### src/rtl/esm_core_oim.sv
// esm_core_oim: slot buffer with lowest-free allocation on write and
// random-index drain. An occupancy bitmap tracks live slots; a
// registered population count drives full/empty/in_ready so
// back-pressure never depends on a same-cycle drain.
module esm_core_oim #(
  parameter  int BS = 16,
  parameter  int DW = 8,
  localparam int BB = $clog2(BS)
) (
  input  logic          clk,
  input  logic          rst,
  input  logic          in_valid,
  output logic          in_ready,
  input  logic [DW-1:0] in_data,
  output logic          ready_valid,
  output logic [BB-1:0] ready_index,
  input  logic          rd_valid,
  input  logic [BB-1:0] rd_index,
  output logic          out_valid,
  output logic [DW-1:0] out_data,
  output logic [BB-1:0] out_index,
  output logic          rd_err,
  output logic [BB:0]   count,
  output logic          full,
  output logic          empty
);

  logic [BS-1:0] occ_q, occ_d;
  logic [BB:0]   count_q, count_d;
  logic [DW-1:0] mem [BS];

  logic          ready_valid_q;
  logic [BB-1:0] ready_index_q;
  logic          out_valid_q;
  logic [DW-1:0] out_data_q;
  logic [BB-1:0] out_index_q;
  logic          rd_err_q;

  logic [BB-1:0] free_idx;
  logic          wr_acc;
  logic          drain_ok;
  logic          drain_bad;

  // Status flags come from registered state only.
  assign full     = (count_q == (BB+1)'(BS));
  assign empty    = (count_q == '0);
  assign in_ready = !full;

  // Handshake qualification against pre-edge occupancy.
  assign wr_acc    = in_valid && in_ready;
  assign drain_ok  = rd_valid &&  occ_q[rd_index];
  assign drain_bad = rd_valid && !occ_q[rd_index];

  // Lowest-numbered free slot; scanning downward leaves the lowest hit.
  always_comb begin
    free_idx = '0;
    for (int i = BS - 1; i >= 0; i--) begin
      if (!occ_q[i]) free_idx = BB'(i);
    end
  end

  // Next occupancy and count; the freed and allocated slots never coincide
  // because allocation only considers slots that are empty before the edge.
  always_comb begin
    occ_d = occ_q;
    if (wr_acc)   occ_d[free_idx] = 1'b1;
    if (drain_ok) occ_d[rd_index] = 1'b0;
    count_d = count_q + (BB+1)'(wr_acc) - (BB+1)'(drain_ok);
  end

  // Control state and output pulses; reset discards everything at once.
  always_ff @(posedge clk or posedge rst) begin
    if (rst) begin
      occ_q         <= '0;
      count_q       <= '0;
      ready_valid_q <= 1'b0;
      ready_index_q <= '0;
      out_valid_q   <= 1'b0;
      out_data_q    <= '0;
      out_index_q   <= '0;
      rd_err_q      <= 1'b0;
    end else begin
      occ_q         <= occ_d;
      count_q       <= count_d;
      ready_valid_q <= wr_acc;
      if (wr_acc) ready_index_q <= free_idx;
      out_valid_q   <= drain_ok;
      rd_err_q      <= drain_bad;
      if (drain_ok) begin
        out_data_q  <= mem[rd_index];
        out_index_q <= rd_index;
      end
    end
  end

  // Slot storage needs no reset; a slot is only read once it is occupied.
  always_ff @(posedge clk) begin
    if (wr_acc && !rst) mem[free_idx] <= in_data;
  end

  assign count       = count_q;
  assign ready_valid = ready_valid_q;
  assign ready_index = ready_index_q;
  assign out_valid   = out_valid_q;
  assign out_data    = out_data_q;
  assign out_index   = out_index_q;
  assign rd_err      = rd_err_q;

endmodule

### config.mk
export PLATFORM = sky130hd
export DESIGN_NAME = esm_core_oim
export DESIGN_NICKNAME = d
export VERILOG_FILES = /design/src/rtl/esm_core_oim.sv
export SDC_FILE = /design/constraint.sdc
export NUM_CORES = 1
export LEC_CHECK = 0
export ABC_AREA = 1
export BUFFER_PORTS_ARGS = -buffer_cell sky130_fd_sc_hd__buf_2
export CAP_MARGIN = 40
export CORE_ASPECT_RATIO = 0.8
export CORE_MARGIN = 2
export CORE_UTILIZATION = 35
export CTS_BUF_LIST = sky130_fd_sc_hd__clkbuf_4
export DETAILED_ROUTE_END_ITERATION = 10
export PLACE_DENSITY = 0.55
export SLEW_MARGIN = 10
export SYNTH_ARGS = -nofsm -noshare
export SYNTH_HDL_FRONTEND = slang
export SYNTH_SLANG_ARGS = --single-unit
### constraint.sdc
create_clock -name clk -period 2.65 [get_ports clk]
set_input_delay 0.1325 -clock clk [delete_from_list [all_inputs] [get_ports clk]]
set_output_delay 0.1325 -clock clk [all_outputs]
set_load 0.05 [all_outputs]
==> results of run 1 <==
## Yosys cell counts
cell | count | share of area (%)
nand3_1 | 79 | 5.7
buf_4 | 1 | 0.11
nand2_1 | 73 | 4.0
nand2_4 | 1 | 0.16
inv_1 | 41 | 2.2
o21ai_0 | 8 | 0.58
nor2_1 | 42 | 2.3
a221oi_1 | 2 | 0.25
buf_6 | 2 | 0.33
a22o_1 | 6 | 0.76
o21ai_1 | 4 | 0.29
clkbuf_1 | 7 | 0.38
nor4_4 | 1 | 0.31
xnor2_1 | 1 | 0.13
a22oi_2 | 2 | 0.36
inv_2 | 7 | 0.38
buf_2 | 8 | 0.58
xor2_1 | 3 | 0.38
edfxtp_1 | 128 | 56
a31oi_1 | 10 | 0.90
a21oi_1 | 19 | 1.4
nor2_4 | 1 | 0.16
nand2_2 | 7 | 0.63
o22ai_1 | 8 | 0.72
nor2_2 | 4 | 0.36
fa_1 | 1 | 0.29
a22oi_1 | 35 | 3.8
nor3_1 | 1 | 0.072
nor4_1 | 1 | 0.090
nand4_1 | 7 | 0.63
a211oi_4 | 1 | 0.29
buf_1 | 3 | 0.16
dfrtp_1 | 40 | 14
nor4_2 | 1 | 0.18
a21oi_2 | 1 | 0.13
ha_1 | 6 | 1.1
## metrics by stage
step           instance area [µm²]  hold slack [ns]  cells
3_3_place_gp                  7671           0.3995    866
4_1_cts                       8071          0.05146    912
5_1_grt                       8123           0.1155    915
6_report                      8123           0.1100    915
3_5_place_dp                  7671           0.4038    866
2_1_floorplan                 7033           0.2314    562
## flip-flops by register name, indices dropped and copies added (netlist names)
register and cells:
mem 128, occ_q 16, out_data 8, count 5, out_index 4, ready_index 4
out_valid 1, rd_err 1, ready_valid 1
## report_power, final
part | total (mW) | switching [mW] | leakage (nW) | internal, mW
clock network | 1.40 | 0.918 | 0.137 | 0.481
logic | 2.48 | 1.78 | 1.32 | 0.702
registers | 3.50 | 0.228 | 1.60 | 3.27
## what timing repair did
item / CTS / global route
hold endpoints to repair: 152 / 0
setup buffers: 0 / 2
resized for setup: 0 / 3
setup endpoints to repair: 0 / 33
hold buffers: 14 / 0
## logic make-up after synthesis
| logic type | Yosys count | synth area share [%] |
|---|---|---|
| compound gates | 96 | 9.451 |
| flops | 168 | 69.97 |
| xor+xnor | 4 | 0.5061 |
| fa+ha+maj | 7 | 1.373 |
| buf+inv | 69 | 4.156 |
| simple gates | 218 | 14.55 |
## area by class of cell
type                    instances  area, µm²  share of cell area [%]
repair buffers                 83      603.1                   7.425
inverters                      48      180.2                   2.218
multi-input cells             325       1902                   23.41
well taps                     258      322.8                   3.974
clock buffers                  18      135.1                   1.664
diodes                          1      2.502                 0.03081
clock inverters                14      125.1                   1.540
flip-flops and latches        168       4852                   59.74
## worst paths after layout
path	start	endpoint	slack [ns]
worst max-delay path	occ_q[0]$_DFF_PP0_	count[4]$_DFF_PP0_	0.16
worst min-delay path	rd_index[1]	occ_q[7]$_DFF_PP0_	0.11
worst max register to register	occ_q[0]$_DFF_PP0_	count[4]$_DFF_PP0_	0.16
worst min register to register	ready_index[2]$_DFFE_PP0P_	ready_index[2]$_DFFE_PP0P_	0.51
max in group asynchronous	rst	occ_q[0]$_DFF_PP0_	1.48
min in group asynchronous	rst	ready_index[1]$_DFFE_PP0P_	0.49
## metal layers
metal  vias to the layer above  track usage (%)  part of all wire, %
met1                      2355            25.88                   47
met4                         0            4.937                  1.2
li1                       2205                -                    -
met3                        19            3.687                  6.3
met2                       162            27.59                   46
met5                         -                0                    0
## critical path, stage by stage (launching register included)
cell and delay (ns):
dfrtp_2 0.48, inv_1 0.14, o22ai_1 0.10, o21ai_1 0.13, nand4_1 0.18, nand2_2 0.12, inv_2 0.05, ha_4 0.23
inv_2 0.06, ha_4 0.12, inv_2 0.04, fa_2 0.37, o21ai_1 0.14, a21oi_1 0.10, xor2_1 0.14
## cells in the final DEF (no fill, tap or decap), types with 10 or more instances in the layout
master	netlist	final
a21oi_1	19	19
a22oi_1	35	35
a31oi_1	10	10
buf_2	8	42
buf_4	1	23
clkbuf_4	0	18
dfrtp_1	40	34
dlygate4sd3_1	0	14
edfxtp_1	128	128
inv_1	41	37
inv_2	7	11
nand2_1	73	72
nand3_1	79	79
nor2_1	42	29
nor2_2	4	10
==> results.yml, run 1 <==
floorplanning:
  die_area_mm2: 0.02093
  die-width_um: 161.3
  chipHeight_um: 129.8
  ios: 43
  core_area_mm2: 0.01920
  rows: 45
  start_util_pct: 36.06
synthesis:
  synth_seq_area_share_pct: 69.97
  ys_seq_elements: 168
  syn_area_per_cell_um2: 12.32
  mappedNetlistArea_mm2: 0.006924
  yosys_warnings: 0
  synth_cell_types: 36
  syn_nets: 585
  syn_inst: 562
routing:
  dr.pass1.iters: 5
  drt_iter0_markers: 497
  wire_per_inst_um: 19.60
  ant_nets: 0
  drc_errors: 0
  vias: 4741
  viasPerCell: 5.181
  route.final.wire_length_mm: 17.94
placed_design:
  post-place-ws_ns: 0.1621
  dpl.hpwl_mm: 11.83
  routabilityCongestion: 0.8853
  buffer_ports.inserted: 42
setup_path:
  required_ns: 3.12
  end_kind: "flop"
  crit_fanout: 7
  r2r_cells: 14
  critPathArrivalTime_ns: 2.95
  cp-start-kind: "flop"
  critPathKind: "reg -> reg"
grt:
  grt_max_degree: 35
  antenna_found_initial: 1
  grt_pass1_vias: 4678
  grt_pass1_wl_mm: 27.52
  grt_usage_pct: 17.88
  grt_overflow: 0
cts:
  clock_path_buffers: 2
  cts_root_buf: "clkbuf_4"
  insertion_delay_ns: 0.57
  path_clk_slew_ns: 0.14
  cts-buffers-inserted: 17
  cts.sinks: 168
  tritoncts: "done"
  htreeDepth: 4
timing:
  hold_viol_final: 0
  rsz0062_at_grt: "no"
  clock_skew_ns: 0.02349
  drv_slew: 0
  maxSlewHeadroom_pct: 48.08
  fin_tns_setup_ns: 0
  period_share_pct: 93.81
  setup_violations: 0
  fmax_mhz: 402.2
  tightest_slew_ns: 0.7779
  fin_ws_ns: 0.1639
  layout_min_cycle_time_ns: 2.486
layout:
  area_growth_pct: 17.31
  utilization_pct: 42.31
  layout.nets: 666
  n_fill_cell: 1787
  drive_gt1_share_pct: 23.17
power_and_ir_drop:
  p_per_area_mw_per_mm2: 908.0
  totalPowerFinal_mw: 7.375
  leakage_nw: 3.062
  irDropWorstVdd_uv: 477.8
status:
  status: "finished, final reports clean"
job:
  max-cap-violations: 0
hold_path:
  hold_class: "in -> reg"
  hold_path_depth: 4
Power figures use the tool's default switching activity.
==> run 2: changes to the inputs <==
--- a/config.mk
+++ b/config.mk
@@ -10,10 +10,10 @@
 export CAP_MARGIN = 40
 export CORE_ASPECT_RATIO = 0.8
 export CORE_MARGIN = 2
-export CORE_UTILIZATION = 35
+export CORE_UTILIZATION = 57
 export CTS_BUF_LIST = sky130_fd_sc_hd__clkbuf_4
 export DETAILED_ROUTE_END_ITERATION = 10
-export PLACE_DENSITY = 0.55
+export PLACE_DENSITY = 0.81
 export SLEW_MARGIN = 10
 export SYNTH_ARGS = -nofsm -noshare
 export SYNTH_HDL_FRONTEND = slang
==> run 2 against run 1 <==
  * Clock skew rose by 0.0012 ns
  * Global-route usage rose by 10 points
  * Maximum frequency fell by 0.80%
  * Critical endpoint unchanged
  * Combinational power rose by 2%
==> results.yml, run 2 (synthesis gave the netlist of run 1 again) <==
status:
  status: "finished, final reports clean"
layout:
  layout.nets: 670
  drive_gt1_share_pct: 23.79
  final_cell_mix: "edfxtp_1, nand3_1, nand2_1"
  top_register: "mem"
  fin_area_mm2: 0.008036
  largest_register_ffs: 128
  finalNonFillerCells: 809
  area_growth_pct: 16.06
  final_common_cell: "edfxtp_1"
cts:
  clock_path_buffers: 2
  htreeDepth: 4
  cts-buffers-inserted: 17
  tritoncts: "done"
  cts.sinks: 168
  cts_root_buf: "clkbuf_4"
  path_clk_slew_ns: 0.13
  insertion_delay_ns: 0.55
setup_path:
  rrSetupSlack_ns: 0.19
  cp-start-kind: "input port"
  crit_fanout: 7
  critPathKind: "in -> reg"
  required_ns: 3.10
  critPathArrivalTime_ns: 2.95
  rr_endpoint: "count[4]$_DFF_PP0_"
  r2r_start: "occ_q[5]$_DFF_PP0_"
  end_kind: "flop"
  r2r_cells: 14
placed_design:
  dpl-instance-area_mm2: 0.007591
  buffer_ports.inserted: 42
  routabilityCongestion: 0.9803
  dp.cells: 762
  post-place-ws_ns: 0.1377
  dpl.hpwl_mm: 11.59
hold_path:
  hold_class: "in -> reg"
  hold_path_end: "occ_q[10]$_DFF_PP0_"
  hold_path_depth: 6
  worstHoldStart: "rd_index[1]"
routing:
  wire_per_inst_um: 21.40
  dr.pass1.iters: 6
  viasPerCell: 6.072
  drc_errors: 0
  ant_nets: 0
  vias: 4912
  route.final.wire_length_mm: 17.32
  drt_iter0_markers: 595
grt:
  grt_usage_pct: 28.36
  grt_pass1_vias: 4870
  grt_max_degree: 35
  grt_overflow: 0
  antenna_found_initial: 2
  grt_pass1_wl_mm: 26.86
timing:
  drv_slew: 0
  rsz0062_at_grt: "no"
  fmax_mhz: 399.0
  maxSlewHeadroom_pct: 45.99
  clock_skew_ns: 0.02468
  tightest_slew_ns: 0.8092
  layout_min_cycle_time_ns: 2.506
  fin_ws_ns: 0.1438
  hold_viol_final: 0
  setup_violations: 0
  period_share_pct: 94.57
power_and_ir_drop:
  irDropWorstVdd_uv: 459.7
  p_per_area_mw_per_mm2: 944.9
  totalPowerFinal_mw: 7.594
  leakage_nw: 3.098
floorplanning:
  die-width_um: 127.2
  ios: 43
  core_area_mm2: 0.01169
  chipHeight_um: 102.6
  start_util_pct: 59.22
  rows: 35
  die_area_mm2: 0.01305
job:
  max-cap-violations: 0
run 2: worst max path at each step:
| stage | from | to |
|---|---|---|
| 3_3_place_gp | rd_index[0] | count[4]$_DFF_PP0_ |
| 2_1_floorplan | count[3]$_DFF_PP0_ | count[4]$_DFF_PP0_ |
| 3_5_place_dp | rd_index[0] | count[4]$_DFF_PP0_ |
| 5_1_grt | occ_q[2]$_DFF_PP0_ | count[4]$_DFF_PP0_ |
| 4_1_cts | rd_index[0] | count[4]$_DFF_PP0_ |
| 6_report | rd_index[0] | count[4]$_DFF_PP0_ |
run 2: through the flow:
stage          hold slack (ns)  utilization [%]  TNS (ns)
6_report                0.1350            68.73         0
2_1_floorplan           0.2314                -    -1.005
4_1_cts               0.001306            68.60         0
3_5_place_dp            0.3786            64.92         0
5_1_grt                 0.1500            68.73         0
3_3_place_gp            0.3855            64.92         0
run 2: what timing repair did:
item / 4_1_cts / 5_1_grt
resized for setup: 0 / 1
endpoints found under the setup margin: 0 / 1
endpoints found under the hold margin: 105 / 3
hold buffers: 13 / 1
buffers inserted: 0 / 0
run 2: final cells by class:
cell class              instances  area (µm²)
diodes                          1       2.502
flip-flops and latches        168        4851
well taps                     148       185.2
fillers                       843        3656
repair buffers                 87       620.6
multi-input cells             325        1897
clock buffers                  20       150.1
clock inverters                12       150.1
inverters                      48       180.2
run 2: critical path, stage by stage:
cell and delay, ns:
dlygate4sd3_1 0.52, buf_2 0.18, nand2_1 0.27, o22ai_1 0.13
o21ai_1 0.15, nand4_1 0.19, nand2_2 0.12, inv_2 0.05
ha_4 0.23, inv_2 0.06, ha_4 0.12, inv_2 0.04
fa_2 0.36, o21ai_1 0.15, a21oi_1 0.10, xor2_1 0.14
run 2: power by group:
part           switching (mW)  total (mW)  internal [mW]
sequential              0.231        3.50           3.27
clock                   0.865        1.55          0.684
combinational            1.80        2.54          0.745
run 2: per-layer routing:
metal  vias up  global-route usage (%)  part of all wire, %
met5         -                       0                    0
met3        32                   5.864                  8.4
met2       248                   44.46                   46
met1      2414                   40.73                   43
li1       2218                       -                    -
met4         0                   9.298                  1.8
